===== config.mk =====
export PLATFORM = sky130hd
export DESIGN_NAME = mult_op_sequencer_flat
export DESIGN_NICKNAME = d
export VERILOG_FILES = /design/src/rtl/mul_pkg.sv /design/src/rtl/mult_op_sequencer_if.sv /design/src/rtl/wrap_counter.sv /design/src/rtl/mult_op_sequencer.sv /design/src/flat_wrapper.sv
export SDC_FILE = /design/constraint.sdc
export NUM_CORES = 1
export LEC_CHECK = 0
export BUFFER_PORTS_ARGS = -buffer_cell sky130_fd_sc_hd__buf_2
export CAP_MARGIN = 10
export CORE_MARGIN = 3
export CORE_UTILIZATION = 50
export CTS_CLUSTER_SIZE = 28
export DETAILED_ROUTE_END_ITERATION = 8
export HOLD_SLACK_MARGIN = 0.12
export PLACE_DENSITY_LB_ADDON = 0.1
export SYNTH_ARGS = -nofsm -noshare
export SYNTH_HDL_FRONTEND = slang
export SYNTH_SLANG_ARGS = --single-unit

===== constraint.sdc =====
create_clock -name clk -period 4 [get_ports clk]
set_input_delay 1.2 -clock clk [delete_from_list [all_inputs] [get_ports clk]]
set_output_delay 1.2 -clock clk [all_outputs]
set_load 0.01 [all_outputs]

===== src/rtl/mul_pkg.sv =====
// Shared definitions for the multiplier operation sequencer.
package mul_pkg;

    // Sequencer FSM states.
    typedef enum logic [2:0] {
        StIdle,
        StLoad,
        StCompute,
        StCapture,
        StRead,
        StDone,
        StClear
    } seq_state_e;

    // Default operand width.
    localparam int unsigned MulDefaultN = 32;

    // Edges from the operand transfer to the first edge with outValid high.
    localparam int unsigned SEQ_LATENCY = 5;

endpackage


===== src/rtl/mult_op_sequencer_if.sv =====
// Operand/result handshake bundle between the sequencer and its client.
interface mult_op_sequencer_if
    import mul_pkg::*;
#(
    parameter int unsigned N = MulDefaultN
);
    logic           inValid;
    logic           inReady;
    logic [N-1:0]   inA;
    logic [N-1:0]   inB;
    logic           outValid;
    logic           outReady;
    logic [2*N-1:0] outProduct;
    logic           outError;

    // Client side: issues operands, consumes results.
    modport master (
        output inValid, inA, inB, outReady,
        input  inReady, outValid, outProduct, outError
    );

    // Sequencer side.
    modport slave (
        input  inValid, inA, inB, outReady,
        output inReady, outValid, outProduct, outError
    );
endinterface


===== src/rtl/wrap_counter.sv =====
// Free-running event counter that wraps modulo 2^CW.
module wrap_counter #(
    parameter int unsigned CW = 16
) (
    input  logic          clk_i,
    input  logic          rst_ni,
    input  logic          en_i,
    output logic [CW-1:0] count_o
);
    logic [CW-1:0] count_q;

    // Count one per enabled cycle; natural overflow gives the wrap.
    always_ff @(posedge clk_i or negedge rst_ni) begin
        if (!rst_ni) begin
            count_q <= '0;
        end else if (en_i) begin
            count_q <= count_q + CW'(1);
        end
    end

    assign count_o = count_q;
endmodule


===== src/rtl/mult_op_sequencer.sv =====
// Sequences one signed multiply through an external registered multiplier:
// load operands, compute, capture, read, hand the result downstream, and
// clear the multiplier after an errored operation.
module mult_op_sequencer
    import mul_pkg::*;
#(
    parameter int unsigned N  = MulDefaultN,
    parameter int unsigned CW = 16
) (
    input  logic                  clk,
    input  logic                  resetN,
    mult_op_sequencer_if.slave    bus,
    output logic [N-1:0]          mulA,
    output logic [N-1:0]          mulB,
    output logic                  writeEnableA,
    output logic                  writeEnableB,
    output logic                  readEnableA,
    output logic                  readEnableB,
    output logic                  writeEnableOut,
    output logic                  readEnableOut,
    output logic                  resetA,
    output logic                  resetB,
    output logic                  resetOut,
    input  logic [2*N-1:0]        mulProduct,
    input  logic                  accessErrorA,
    input  logic                  accessErrorB,
    input  logic                  accessErrorOut,
    output logic [CW-1:0]         opCount,
    output logic [CW-1:0]         errCount
);
    seq_state_e     state_q;
    logic           settle_q;   // first LOAD cycle: operands settle before the write
    logic           err_q;      // sticky access error for the current operation
    logic           in_ready_q;
    logic           out_valid_q;
    logic           out_error_q;
    logic [2*N-1:0] out_product_q;
    logic [N-1:0]   mul_a_q, mul_b_q;
    logic           we_a_q, we_b_q, re_a_q, re_b_q, we_out_q, re_out_q;
    logic           clr_q;
    logic           access_err;
    logic           op_done;

    assign access_err = accessErrorA | accessErrorB | accessErrorOut;
    assign op_done    = (state_q == StDone) && out_valid_q && bus.outReady;

    // Sequencer FSM with all control outputs registered.
    always_ff @(posedge clk or negedge resetN) begin
        if (!resetN) begin
            state_q       <= StIdle;
            settle_q      <= 1'b0;
            err_q         <= 1'b0;
            in_ready_q    <= 1'b1;
            out_valid_q   <= 1'b0;
            out_error_q   <= 1'b0;
            out_product_q <= '0;
            mul_a_q       <= '0;
            mul_b_q       <= '0;
            we_a_q        <= 1'b0;
            we_b_q        <= 1'b0;
            re_a_q        <= 1'b0;
            re_b_q        <= 1'b0;
            we_out_q      <= 1'b0;
            re_out_q      <= 1'b0;
            clr_q         <= 1'b0;
        end else begin
            case (state_q)
                StIdle: begin
                    if (bus.inValid) begin
                        mul_a_q    <= bus.inA;
                        mul_b_q    <= bus.inB;
                        in_ready_q <= 1'b0;
                        err_q      <= 1'b0;
                        settle_q   <= 1'b1;
                        state_q    <= StLoad;
                    end
                end
                StLoad: begin
                    err_q <= err_q | access_err;
                    if (settle_q) begin
                        settle_q <= 1'b0;
                        we_a_q   <= 1'b1;
                        we_b_q   <= 1'b1;
                    end else begin
                        we_a_q  <= 1'b0;
                        we_b_q  <= 1'b0;
                        re_a_q  <= 1'b1;
                        re_b_q  <= 1'b1;
                        state_q <= StCompute;
                    end
                end
                StCompute: begin
                    err_q    <= err_q | access_err;
                    re_a_q   <= 1'b0;
                    re_b_q   <= 1'b0;
                    we_out_q <= 1'b1;
                    state_q  <= StCapture;
                end
                StCapture: begin
                    err_q    <= err_q | access_err;
                    we_out_q <= 1'b0;
                    re_out_q <= 1'b1;
                    state_q  <= StRead;
                end
                StRead: begin
                    // Product is valid on mulProduct while readEnableOut is high.
                    re_out_q      <= 1'b0;
                    out_product_q <= mulProduct;
                    out_error_q   <= err_q | access_err;
                    out_valid_q   <= 1'b1;
                    state_q       <= StDone;
                end
                StDone: begin
                    if (op_done) begin
                        out_valid_q <= 1'b0;
                        out_error_q <= 1'b0;
                        if (out_error_q) begin
                            clr_q   <= 1'b1;
                            state_q <= StClear;
                        end else begin
                            in_ready_q <= 1'b1;
                            state_q    <= StIdle;
                        end
                    end
                end
                StClear: begin
                    clr_q      <= 1'b0;
                    in_ready_q <= 1'b1;
                    state_q    <= StIdle;
                end
                default: begin
                    in_ready_q <= 1'b1;
                    state_q    <= StIdle;
                end
            endcase
        end
    end

    assign bus.inReady    = in_ready_q;
    assign bus.outValid   = out_valid_q;
    assign bus.outError   = out_error_q;
    assign bus.outProduct = out_product_q;
    assign mulA           = mul_a_q;
    assign mulB           = mul_b_q;
    assign writeEnableA   = we_a_q;
    assign writeEnableB   = we_b_q;
    assign readEnableA    = re_a_q;
    assign readEnableB    = re_b_q;
    assign writeEnableOut = we_out_q;
    assign readEnableOut  = re_out_q;
    assign resetA         = clr_q;
    assign resetB         = clr_q;
    assign resetOut       = clr_q;

    wrap_counter #(.CW(CW)) u_op_count (
        .clk_i   (clk),
        .rst_ni  (resetN),
        .en_i    (op_done),
        .count_o (opCount)
    );

    wrap_counter #(.CW(CW)) u_err_count (
        .clk_i   (clk),
        .rst_ni  (resetN),
        .en_i    (op_done && out_error_q),
        .count_o (errCount)
    );
endmodule


===== src/flat_wrapper.sv =====
// flat-port wrapper written by rule: the top's interface ports become plain ports
module mult_op_sequencer_flat import mul_pkg::*;
#(
    parameter int unsigned N  = MulDefaultN,
    parameter int unsigned CW = 16
)
  (clk, resetN, mulA, mulB, writeEnableA, writeEnableB, readEnableA, readEnableB, writeEnableOut, readEnableOut, resetA, resetB, resetOut, mulProduct, accessErrorA, accessErrorB, accessErrorOut, opCount, errCount, bus_inValid, bus_inA, bus_inB, bus_outReady, bus_inReady, bus_outValid, bus_outProduct, bus_outError);
  mult_op_sequencer_if #(.N(N)) bus_i ();
  input  logic clk;
  input  logic resetN;
  output logic [N-1:0] mulA;
  output logic [N-1:0] mulB;
  output logic writeEnableA;
  output logic writeEnableB;
  output logic readEnableA;
  output logic readEnableB;
  output logic writeEnableOut;
  output logic readEnableOut;
  output logic resetA;
  output logic resetB;
  output logic resetOut;
  input  logic [2*N-1:0] mulProduct;
  input  logic accessErrorA;
  input  logic accessErrorB;
  input  logic accessErrorOut;
  output logic [CW-1:0] opCount;
  output logic [CW-1:0] errCount;
  input wire logic [$bits(bus_i.inValid)-1:0] bus_inValid;
  input wire logic [$bits(bus_i.inA)-1:0] bus_inA;
  input wire logic [$bits(bus_i.inB)-1:0] bus_inB;
  input wire logic [$bits(bus_i.outReady)-1:0] bus_outReady;
  output wire logic [$bits(bus_i.inReady)-1:0] bus_inReady;
  output wire logic [$bits(bus_i.outValid)-1:0] bus_outValid;
  output wire logic [$bits(bus_i.outProduct)-1:0] bus_outProduct;
  output wire logic [$bits(bus_i.outError)-1:0] bus_outError;
  assign bus_i.inValid = bus_inValid;
  assign bus_i.inA = bus_inA;
  assign bus_i.inB = bus_inB;
  assign bus_i.outReady = bus_outReady;
  assign bus_inReady = bus_i.inReady;
  assign bus_outValid = bus_i.outValid;
  assign bus_outProduct = bus_i.outProduct;
  assign bus_outError = bus_i.outError;
  mult_op_sequencer #(.N(N), .CW(CW)) u_core (.clk(clk), .resetN(resetN), .bus(bus_i), .mulA(mulA), .mulB(mulB), .writeEnableA(writeEnableA), .writeEnableB(writeEnableB), .readEnableA(readEnableA), .readEnableB(readEnableB), .writeEnableOut(writeEnableOut), .readEnableOut(readEnableOut), .resetA(resetA), .resetB(resetB), .resetOut(resetOut), .mulProduct(mulProduct), .accessErrorA(accessErrorA), .accessErrorB(accessErrorB), .accessErrorOut(accessErrorOut), .opCount(opCount), .errCount(errCount));
endmodule

==> impl_metrics.env, run 1 <==
export IMPL_reg2reg_slack_ns=1.64
export IMPL_cp_slowest_stage_delay_ns=0.58
export IMPL_drt_initial_drc_count=283
export IMPL_power_density_mw_per_mm2=792
export IMPL_instances_no_fill=1091
export IMPL_cts_repair_resized=0
export IMPL_cp_arrival_ns=2.66
export IMPL_clk_latency_ns=0.42
export IMPL_synth_net_count=736
export IMPL_avgRoutedWirePerCell_um=16.3
export IMPL_ir_worst_vdd_mv=0.403
export IMPL_reg2reg_from="u_core.state_q[2]"
export IMPL_yosysWarnings=0
export IMPL_min_delay_path_depth=2
export IMPL_outcome="finished, final reports clean"
export IMPL_grt_first_pass_wirelength_um=26600
export IMPL_yosysSeqAreaShare_pct=63.6
export IMPL_ys_flop_type="dfrtp_1"
export IMPL_first_pass_iters=5
export IMPL_die_y_um=123
export IMPL_portBuffers=306
export IMPL_dp_hpwl_um=13200
export IMPL_clk_path_buf_depth=2
export IMPL_grt_pass1_vias=5293
export IMPL_stdcell_area_mm2=0.00910
export IMPL_cp_cell_sequence="nor2_1 > and3_2 > buf_4 > mux2_2"
export IMPL_start_kind="register"
export IMPL_ys_types=34
export IMPL_place_inst=1058
export IMPL_start_util_pct=51.2
export IMPL_startpoint="u_core.state_q[2]"
export IMPL_dpl_cell_area_mm2=0.00849
export IMPL_final_nets=1038
export IMPL_htree_levels=4
export IMPL_min_to="u_core.bus.outProduct[50]"
export IMPL_slew_headroom_pct=38.2
export IMPL_worstRegToRegCells=4
export IMPL_area_growth_pct=33.5
export IMPL_fmax_mhz=423
export IMPL_drt_wl_total_um=17800
export IMPL_critical_path_max_fanout=27
export IMPL_synth_cells=599
export IMPL_finClkSkew_ns=0.00800
export IMPL_antenna_found_initial=2
export IMPL_cts_setup_buffers=0
export IMPL_final_cell_mix="buf_2 (305), nand2_1 (210), dfrtp_1 (172)"
export IMPL_fp_coreArea_mm2=0.0133
export IMPL_ys_ff_latch=173
export IMPL_final_common_cell="buf_2"
export IMPL_drive_above_1_share_pct=45.6
export IMPL_clkTransAtPathRegs_ns=0.06
export IMPL_crit_type="reg2reg"
export IMPL_cts_buffers=17
export IMPL_finalSetupViolations=0
export IMPL_fin_crit_sh_pct=59.1
export IMPL_final_hold_viol_count=0
export IMPL_netlist_area_mm2=0.00681
export IMPL_end_kind="register"
export IMPL_min_period_ns=2.36
export IMPL_finalSetupTns_ns=0
export IMPL_viasPerCell=4.96
export IMPL_gp_congestion=0.866
export IMPL_worstPathRequired_ns=4.30
export IMPL_antenna_left=0
export IMPL_cts_hold_buffers=0
export IMPL_vias=5411
export IMPL_die_width_um=123
export IMPL_hold_start="u_core.bus.outProduct[50]"
export IMPL_synth_area_leaders="dfrtp_1 (63%), nand2_1 (12%), mux2_2 (11%)"
export IMPL_r2r_end="u_core.mulA[16]"
export IMPL_cts_sinks=173
export IMPL_drc=0
export IMPL_row_count=42
export IMPL_cts_root_buf="clkbuf_16"
export IMPL_dieArea_mm2=0.0151
export IMPL_async_flop_share_pct=100
export IMPL_grt_ovfl_total=0
export IMPL_cts_tree="yes"
export IMPL_track_usage_pct=23.0
export IMPL_avgSynthCellArea_um2=11.4
export IMPL_leakagePower_nw=4.90
export IMPL_tightest_slew_ns=0.925
export IMPL_netlist_area_leader_share_pct=63.2
export IMPL_synth_edf_count=0
export IMPL_grt_max_degree=80
export IMPL_rsz0062_at_grt="no"
export IMPL_hold_class="reg2reg"
export IMPL_pin_count=307
export IMPL_maxCapViolations=0
export IMPL_yosys_area_top_type="dfrtp_1"
export IMPL_slowest_stage="dfrtp_1"
export IMPL_slew_violations=0
[Yosys cell counts (2+ instances only)]
cell type	number
a21oi_1	8
nor3_1	8
nand3_1	11
mux2_2	66
nor4_1	4
or2_2	3
ha_1	2
and4_1	2
xnor2_1	12
nand2_1	210
clkbuf_1	12
dfrtp_1	172
buf_2	7
nand4_1	8
nor2_1	12
inv_1	6
xor2_1	18
o21ai_0	8
buf_4	10
and3_1	6
[where the power goes]
| part | internal, mW | leakage [nW] | switching [mW] |
|---|---|---|---|
| clock | 1.04 | 0.300 | 0.639 |
| sequential | 2.50 | 2.12 | 0.478 |
| combinational | 1.15 | 2.47 | 1.39 |
| total | 4.69 | 4.90 | 2.51 |
[critical path: cells and delay by family, from the launching register on]
kind,cells,cell delay [ns]
and+or+nand+nor,2,0.84
DFF,1,0.58
buffers and inverters,1,0.42
muxes,1,0.38
[logic make-up after synthesis]
group | after synthesis | share of synthesized area [%]
multiplexers | 67 | 11.1
buffers and inverters | 36 | 2.66
XOR/XNOR | 30 | 3.86
AO/OA/AOI/OAI | 21 | 1.76
flip-flops | 173 | 63.6
adder cells (fa/ha/maj) | 2 | 0.367
AND/OR/NAND/NOR | 270 | 16.7
[layout make-up]
type,count,area [um2]
clock inverter,7,110
inverter,6,22.5
clock buffer,24,492
fill,1049,4200
multi-input combinational,390,2310
timing repair buffer,313,1600
tap,176,220
antenna,2,5.00
sequential,173,4330
[sequential cells by signal, summed over array words and instances, names as in the netlist]
register / flops
u_core.readEnableA: 1
u_core.resetA: 1
u_core.bus.outValid: 1
u_core.u_op_count.count_o: 16
u_core.bus.outError: 1
u_core.mulA: 32
u_core.writeEnableA: 1
u_core.err_q: 1
u_core.settle_q: 1
u_core.bus.outProduct: 64
u_core.bus.inReady: 1
u_core.readEnableOut: 1
u_core.mulB: 32
u_core.u_err_count.count_o: 16
u_core.state_q: 3
u_core.writeEnableOut: 1
[how the worst max path moves through the flow]
| stage | endpoint | slack, ns |
|---|---|---|
| finish | u_core.mulA[16] | 1.64 |
| global route | u_core.bus.outProduct[46] | 1.47 |
| CTS | u_core.bus.outProduct[9] | 1.62 |
| detailed placement | u_core.mulA[7] | 1.28 |
| global placement | u_core.mulB[11] | 1.32 |
| floorplan | u_core.u_err_count.count_o[15] | 1.64 |
[per-stage QoR]
step                total power [mW]  setup slack [ns]  hold WS [ns]  utilization [%]
floorplan                       4.41              1.64         0.504                -
global placement                5.48              1.32         0.451             63.9
detailed placement              5.58              1.28         0.457             63.9
CTS                             7.29              1.62         0.472             68.4
global route                    7.68              1.47         0.489             68.4
finish                          7.20              1.64         0.469             68.4
[per-layer routing]
metal	vias to the layer above	routed length (um)	GRT usage, %	part of all wire (%)
met2	219	8810	38.7	50
li1	2558	-	-	-
met4	0	548	10.9	3.1
met5	-	0	0	0
met3	37	1670	7.93	9.4
met1	2597	6730	26.3	38
Power figures use the tool's default switching activity.
==> run 2, diff against run 1 <==
ABC_AREA = 1   (was not set)
CORE_UTILIZATION = 43   (was 50)
clock period = 1.9 ns   (was 4 ns; I/O delays follow)
==> impl_metrics.env, run 2 <==
export IMPL_slowest_stage="dfstp_2"
export IMPL_portBuffers=306
export IMPL_dp_slack_ns=0.175
export IMPL_dr_wl_met3_um=1410
export IMPL_ys_top_cells_by_count="nand2_1 (307), dfrtp_1 (172), mux2_2 (60)"
export IMPL_finalSetupViolations=0
export IMPL_cp_arrival_ns=1.10
export IMPL_dp_hpwl_um=14300
export IMPL_grt_first_pass_wirelength_um=30400
export IMPL_start_util_pct=44.5
export IMPL_pwr_share_comb_pct=35.8
export IMPL_synth_cells=721
export IMPL_ir_worst_vdd_mv=0.723
export IMPL_track_usage_pct=21.5
export IMPL_dieArea_mm2=0.0182
export IMPL_outcome="finished, final reports clean"
export IMPL_grt_pass1_vias=5839
export IMPL_fin_crit_sh_pct=88.0
export IMPL_clk_latency_ns=0.42
export IMPL_avgSynthCellArea_um2=9.90
export IMPL_final_hold_viol_count=0
export IMPL_cts_sinks=173
export IMPL_drt_initial_drc_count=180
export IMPL_cp_slowest_stage_delay_ns=0.53
export IMPL_route_met2_wl_um=9620
export IMPL_leakagePower_nw=5.18
export IMPL_clkPwrFrac_pct=23.4
export IMPL_async_flop_share_pct=100
export IMPL_slew_headroom_pct=70.2
export IMPL_reg2reg_slack_ns=0.31
export IMPL_ys_types=28
export IMPL_end_kind="primary output"
export IMPL_top_layer="met4"
export IMPL_crit_type="reg2out"
export IMPL_worstRegToRegCells=8
export IMPL_row_count=46
export IMPL_drt_wl_total_um=19200
export IMPL_cts_tree="yes"
export IMPL_holdWs_ns=0.336
export IMPL_critical_path_max_fanout=2
export IMPL_fp_coreArea_mm2=0.0161
export IMPL_finClkSkew_ns=0.00958
export IMPL_r2r_end="u_core.u_err_count.count_o[11]"
export IMPL_drc=0
export IMPL_multi_input_area_mm2=0.00252
export IMPL_internal_power_mw=9.85
export IMPL_grt_max_degree=67
export IMPL_hold_start="bus_inB[13]"
export IMPL_die_y_um=135
export IMPL_seq_area_mm2=0.00433
export IMPL_slew_violations=0
export IMPL_tightest_slew_ns=0.443
export IMPL_die_width_um=135
export IMPL_clk_path_buf_depth=2
export IMPL_sw_frac_of_total_pct=35.7
export IMPL_start_kind="register"
export IMPL_min_period_ns=1.67
export IMPL_vias=5836
export IMPL_synth_area_leaders="dfrtp_1 (60%), nand2_1 (16%), mux2_2 (9.5%)"
export IMPL_yosysWarnings=0
export IMPL_cpLargestDelayFamily="flip-flops"
export IMPL_worstPathRequired_ns=1.33
export IMPL_hold_class="in2reg"
export IMPL_min_delay_path_depth=3
export IMPL_seqPwrFrac_pct=40.7
export IMPL_largest_register_ff_count=64
export IMPL_final_util_pct=59.7
export IMPL_drive_above_1_share_pct=39.9
export IMPL_final_nets=1168
export IMPL_antenna_found_initial=0
export IMPL_final_cell_mix="nand2_1 (307), buf_2 (305), dfrtp_1 (172)"
export IMPL_ys_flop_type="dfrtp_1"
export IMPL_worst_path_buf_inv=1
export IMPL_finalSetupTns_ns=0
export IMPL_synth_edf_count=0
export IMPL_reg2reg_from="u_core.state_q[1]"
export IMPL_grt_ovfl_total=0
export IMPL_clkTransAtPathRegs_ns=0.07
export IMPL_area_growth_pct=34.3
export IMPL_yosysMostFrequentCell="nand2_1"
export IMPL_cts_buffers=17
export IMPL_pin_count=307
export IMPL_viasPerCell=4.64
export IMPL_netlist_area_mm2=0.00714
export IMPL_htree_levels=4
export IMPL_maxCapViolations=0
export IMPL_min_to="u_core.mulB[13]"
export IMPL_synth_net_count=858
export IMPL_gp_congestion=0.837
export IMPL_power_mw=15.3
export IMPL_power_density_mw_per_mm2=1600
export IMPL_setup_ws_ns=0.228
export IMPL_diodes=0
export IMPL_switching_power_mw=5.47
export IMPL_first_pass_iters=4
export IMPL_cts_root_buf="clkbuf_16"
export IMPL_fillers=1422
export IMPL_drt_met1_wl_um=7730
export IMPL_netlist_area_leader_share_pct=60.3
export IMPL_antenna_left=0
export IMPL_ys_ff_latch=173
export IMPL_final_common_cell="nand2_1"
export IMPL_rsz0062_at_grt="no"
export IMPL_yosys_area_top_type="dfrtp_1"
export IMPL_avgRoutedWirePerCell_um=15.3
export IMPL_cp_cell_sequence="buf_2"
export IMPL_yosysSeqAreaShare_pct=60.6
export IMPL_fmax_mhz=598
run 2: cells by family after synthesis:
logic type      Yosys count  synth area share (%)
compound gates           19                  1.38
xor+xnor                 15                  1.84
fa+ha+maj                 2                 0.350
buf+inv                  61                  4.17
flops                   173                  60.6
mux                      64                  10.1
simple gates            387                  21.5
run 2: area by class of cell:
cell class	instances	share of cell area, %
Clock inverter	12	1.70
Sequential cell	173	45.2
Clock buffer	19	4.62
Multi-Input combinational cell	487	26.3
Tap cell	216	2.82
Timing Repair Buffer	319	18.1
Inverter	33	1.29
run 2: what timing repair did:
item,in CTS,in global routing
resized for setup,0,0
endpoints found under the hold margin,30,0
buffers inserted,0,0
hold buffers,1,0
run 2: how the worst max path moves through the flow:
stage	start	endpoint	cells after the start
2_1_floorplan	u_core.u_err_count.count_o[0]	u_core.u_err_count.count_o[10]	8
3_3_place_gp	bus_outReady	u_core.u_err_count.count_o[11]	8
3_5_place_dp	bus_outReady	u_core.u_err_count.count_o[11]	8
4_1_cts	u_core.bus.inReady	bus_inReady	1
5_1_grt	u_core.state_q[1]	u_core.u_err_count.count_o[11]	8
6_report	u_core.bus.inReady	bus_inReady	1
run 2: metrics by stage:
step                area [um2]  cells
CTS                       9590   1259
finish                    9590   1259
detailed placement        8970   1227
global placement          8970   1227
global route              9590   1259
floorplan                 7140    721
run 2: layer usage:
metal,track usage [%],vias to the layer above
met1,26.1,2751
li1,-,2890
met3,7.27,32
met4,7.92,0
met5,0,-
met2,35.7,163
run 2: power by group through the flow:
stage | combinational, mW | clock [mW] | sequential [mW]
finish | 5.49 | 3.59 | 6.24
global placement | 5.51 | 0 | 6.24
detailed placement | 5.61 | 0 | 6.25
floorplan | 2.39 | 0 | 6.92
CTS | 5.60 | 3.67 | 6.24
global route | 6.11 | 3.82 | 6.46
==> run 3, diff against run 2 <==
CORE_UTILIZATION = 48   (was 43)
SYNTH_HIERARCHICAL = 1   (was not set)
clock period = 1.6 ns   (was 1.9 ns; I/O delays follow)
==> impl_metrics.env, run 3 <==
export IMPL_grt_first_pass_wirelength_um=31000
export IMPL_drive_above_1_share_pct=33.5
export IMPL_die_y_um=129
export IMPL_pin_count=307
export IMPL_seqPwrFrac_pct=40.5
export IMPL_pwr_share_comb_pct=35.9
export IMPL_avgSynthCellArea_um2=8.73
export IMPL_grt_max_degree=66
export IMPL_first_pass_iters=5
export IMPL_ys_top_cells_by_count="nand2_1 (393), dfrtp_1 (172), nand3_1 (87)"
export IMPL_fp_coreArea_mm2=0.0146
export IMPL_synth_cells=829
export IMPL_min_to="u_core/bus.outProduct[33]"
export IMPL_die_width_um=129
export IMPL_rsz0062_at_grt="yes"
export IMPL_start_kind="register"
export IMPL_area_growth_pct=33.1
export IMPL_netlist_area_mm2=0.00724
export IMPL_internal_power_mw=11.2
export IMPL_dp_hpwl_um=14100
export IMPL_largest_register_ff_count=64
export IMPL_cts_buffers=17
export IMPL_reg2reg_slack_ns=0.06
export IMPL_critical_path_max_fanout=2
export IMPL_diodes=0
export IMPL_slew_headroom_pct=68.4
export IMPL_ir_worst_vdd_mv=1.11
export IMPL_cts_root_buf="clkbuf_16"
export IMPL_final_hold_viol_count=0
export IMPL_synth_net_count=966
export IMPL_sw_frac_of_total_pct=37.3
export IMPL_antenna_left=0
export IMPL_clkPwrFrac_pct=23.6
export IMPL_yosysSeqAreaShare_pct=59.8
export IMPL_worstRegToRegCells=9
export IMPL_worstPathRequired_ns=1.12
export IMPL_antenna_found_initial=0
export IMPL_tightest_slew_ns=0.474
export IMPL_portBuffers=306
export IMPL_finalSetupViolations=0
export IMPL_drt_wl_total_um=19500
export IMPL_slew_violations=0
export IMPL_ys_flop_type="dfrtp_1"
export IMPL_row_count=44
export IMPL_fin_crit_sh_pct=97.5
export IMPL_final_util_pct=65.8
export IMPL_yosys_area_top_type="dfrtp_1"
export IMPL_synth_edf_count=0
export IMPL_worst_path_buf_inv=1
export IMPL_start_util_pct=49.4
export IMPL_cp_arrival_ns=1.08
export IMPL_cpLargestDelayFamily="flip-flops"
export IMPL_leakagePower_nw=5.50
export IMPL_power_density_mw_per_mm2=1860
export IMPL_hold_class="in2reg"
export IMPL_netlist_area_leader_share_pct=59.5
export IMPL_clk_path_buf_depth=2
export IMPL_ys_ff_latch=173
export IMPL_clk_latency_ns=0.42
export IMPL_instances_no_fill=1333
export IMPL_r2r_end="u_core/u_err_count/count_o[10]"
export IMPL_final_cell_mix="nand2_1 (391), buf_2 (305), dfrtp_1 (168)"
export IMPL_cts_sinks=173
export IMPL_grt_ovfl_total=0
export IMPL_maxCapViolations=0
export IMPL_vias=6428
export IMPL_finClkSkew_ns=0.00599
export IMPL_final_nets=1273
export IMPL_avgRoutedWirePerCell_um=14.7
export IMPL_place_inst=1297
export IMPL_cp_slowest_stage_delay_ns=0.53
export IMPL_ys_types=25
export IMPL_crit_type="reg2out"
export IMPL_async_flop_share_pct=100
export IMPL_fmax_mhz=641
export IMPL_htree_levels=4
export IMPL_outcome="finished, final reports clean"
export IMPL_clkTransAtPathRegs_ns=0.06
export IMPL_fillers=1286
export IMPL_synth_area_leaders="dfrtp_1 (59%), nand2_1 (20%), nand3_1 (6.0%)"
export IMPL_reg2reg_from="u_core/state_q[1]"
export IMPL_cts_tree="yes"
export IMPL_track_usage_pct=23.5
export IMPL_viasPerCell=4.82
export IMPL_slowest_stage="dfstp_2"
export IMPL_gp_congestion=0.837
export IMPL_grt_pass1_vias=6094
export IMPL_min_delay_path_depth=3
export IMPL_switching_power_mw=6.67
export IMPL_drt_initial_drc_count=410
export IMPL_final_common_cell="nand2_1"
export IMPL_yosysWarnings=6
export IMPL_min_period_ns=1.56
export IMPL_cp_cell_sequence="buf_2"
export IMPL_hold_start="mulProduct[33]"
export IMPL_dieArea_mm2=0.0166
export IMPL_drc=0
export IMPL_yosysMostFrequentCell="nand2_1"
export IMPL_end_kind="primary output"
[run 3: cell count changes after synthesis, sizes merged, moves of 5 or more]
cell,delta
o21ai,-11
nor2,-5
inv,+9
xnor2,+7
clkbuf,+9
mux2,-64
nand2,+85
nand3,+75
buf,+6
[run 3: power groups by stage]
stage	Sequential (mW)	Clock, mW	Combinational, mW
4_1_cts	7.23	4.31	6.51
3_5_place_dp	7.23	0	6.54
2_1_floorplan	8.04	0	2.87
6_report	7.24	4.22	6.42
5_1_grt	7.49	4.51	7.18
3_3_place_gp	7.25	0	6.38
[run 3: worst max path at each step]
stage,startpoint,end,slack (ns),depth (start not counted)
after detailed placement,bus_outReady,u_core/u_err_count/count_o[12],-0.008,9
after global routing,u_core/state_q[1],u_core/u_err_count/count_o[15],-0.04,10
final,u_core/bus.inReady,bus_inReady,0.04,1
after floorplan,u_core/state_q[1],u_core/u_op_count/count_o[8],0.09,8
after global placement,bus_outReady,u_core/u_err_count/count_o[15],0.03,9
after CTS,u_core/bus.inReady,bus_inReady,0.01,1
[run 3: kinds of logic after synthesis]
logic type	Yosys count	share of synthesized area (%)
AO/OA/AOI/OAI	9	0.726
XOR/XNOR	22	2.66
adder cells (fa/ha/maj)	2	0.346
AND/OR/NAND/NOR	538	30.6
buffers and inverters	85	5.86
flip-flops	173	59.8
[run 3: per-layer routing]
layer	wire, um	share of wire [%]	global-route usage [%]	vias to the layer above
met5	0	0	0	-
met4	307	1.6	6.55	0
met3	1550	7.9	7.97	26
met2	9860	50	38.4	227
met1	7820	40	29.9	3000
li1	-	-	-	3175
[run 3: repair_timing]
item / in CTS / in global routing
gates resized for setup: 1 / 10
pin swaps: 0 / 4
hold buffers: 1 / 0
endpoints found under the hold margin: 14 / 0
setup endpoints to repair: 1 / 31
setup buffers: 0 / 3
[run 3: final cells by class]
type,instances,area (um2),share of cell area (%)
repair buffers,331,1790,18.6
inverters,42,158,1.64
multi-input cells,571,2510,26.0
clock buffers,18,439,4.56
flip-flops and latches,173,4340,45.0
well taps,184,230,2.39
clock inverters,14,169,1.75
[run 3: per-stage QoR]
step	TNS, ns	power (mW)	instance area (um2)	hold slack (ns)	worst slack (ns)
after floorplan	0	10.9	7240	0.184	0.0880
after global placement	0	13.6	8960	0.339	0.0268
after detailed placement	-0.00823	13.8	8960	0.338	-0.00823
after CTS	0	18.1	9590	0.232	0.0115
after global routing	-0.0740	19.2	9630	0.231	-0.0445
final	0	17.9	9630	0.250	0.0397
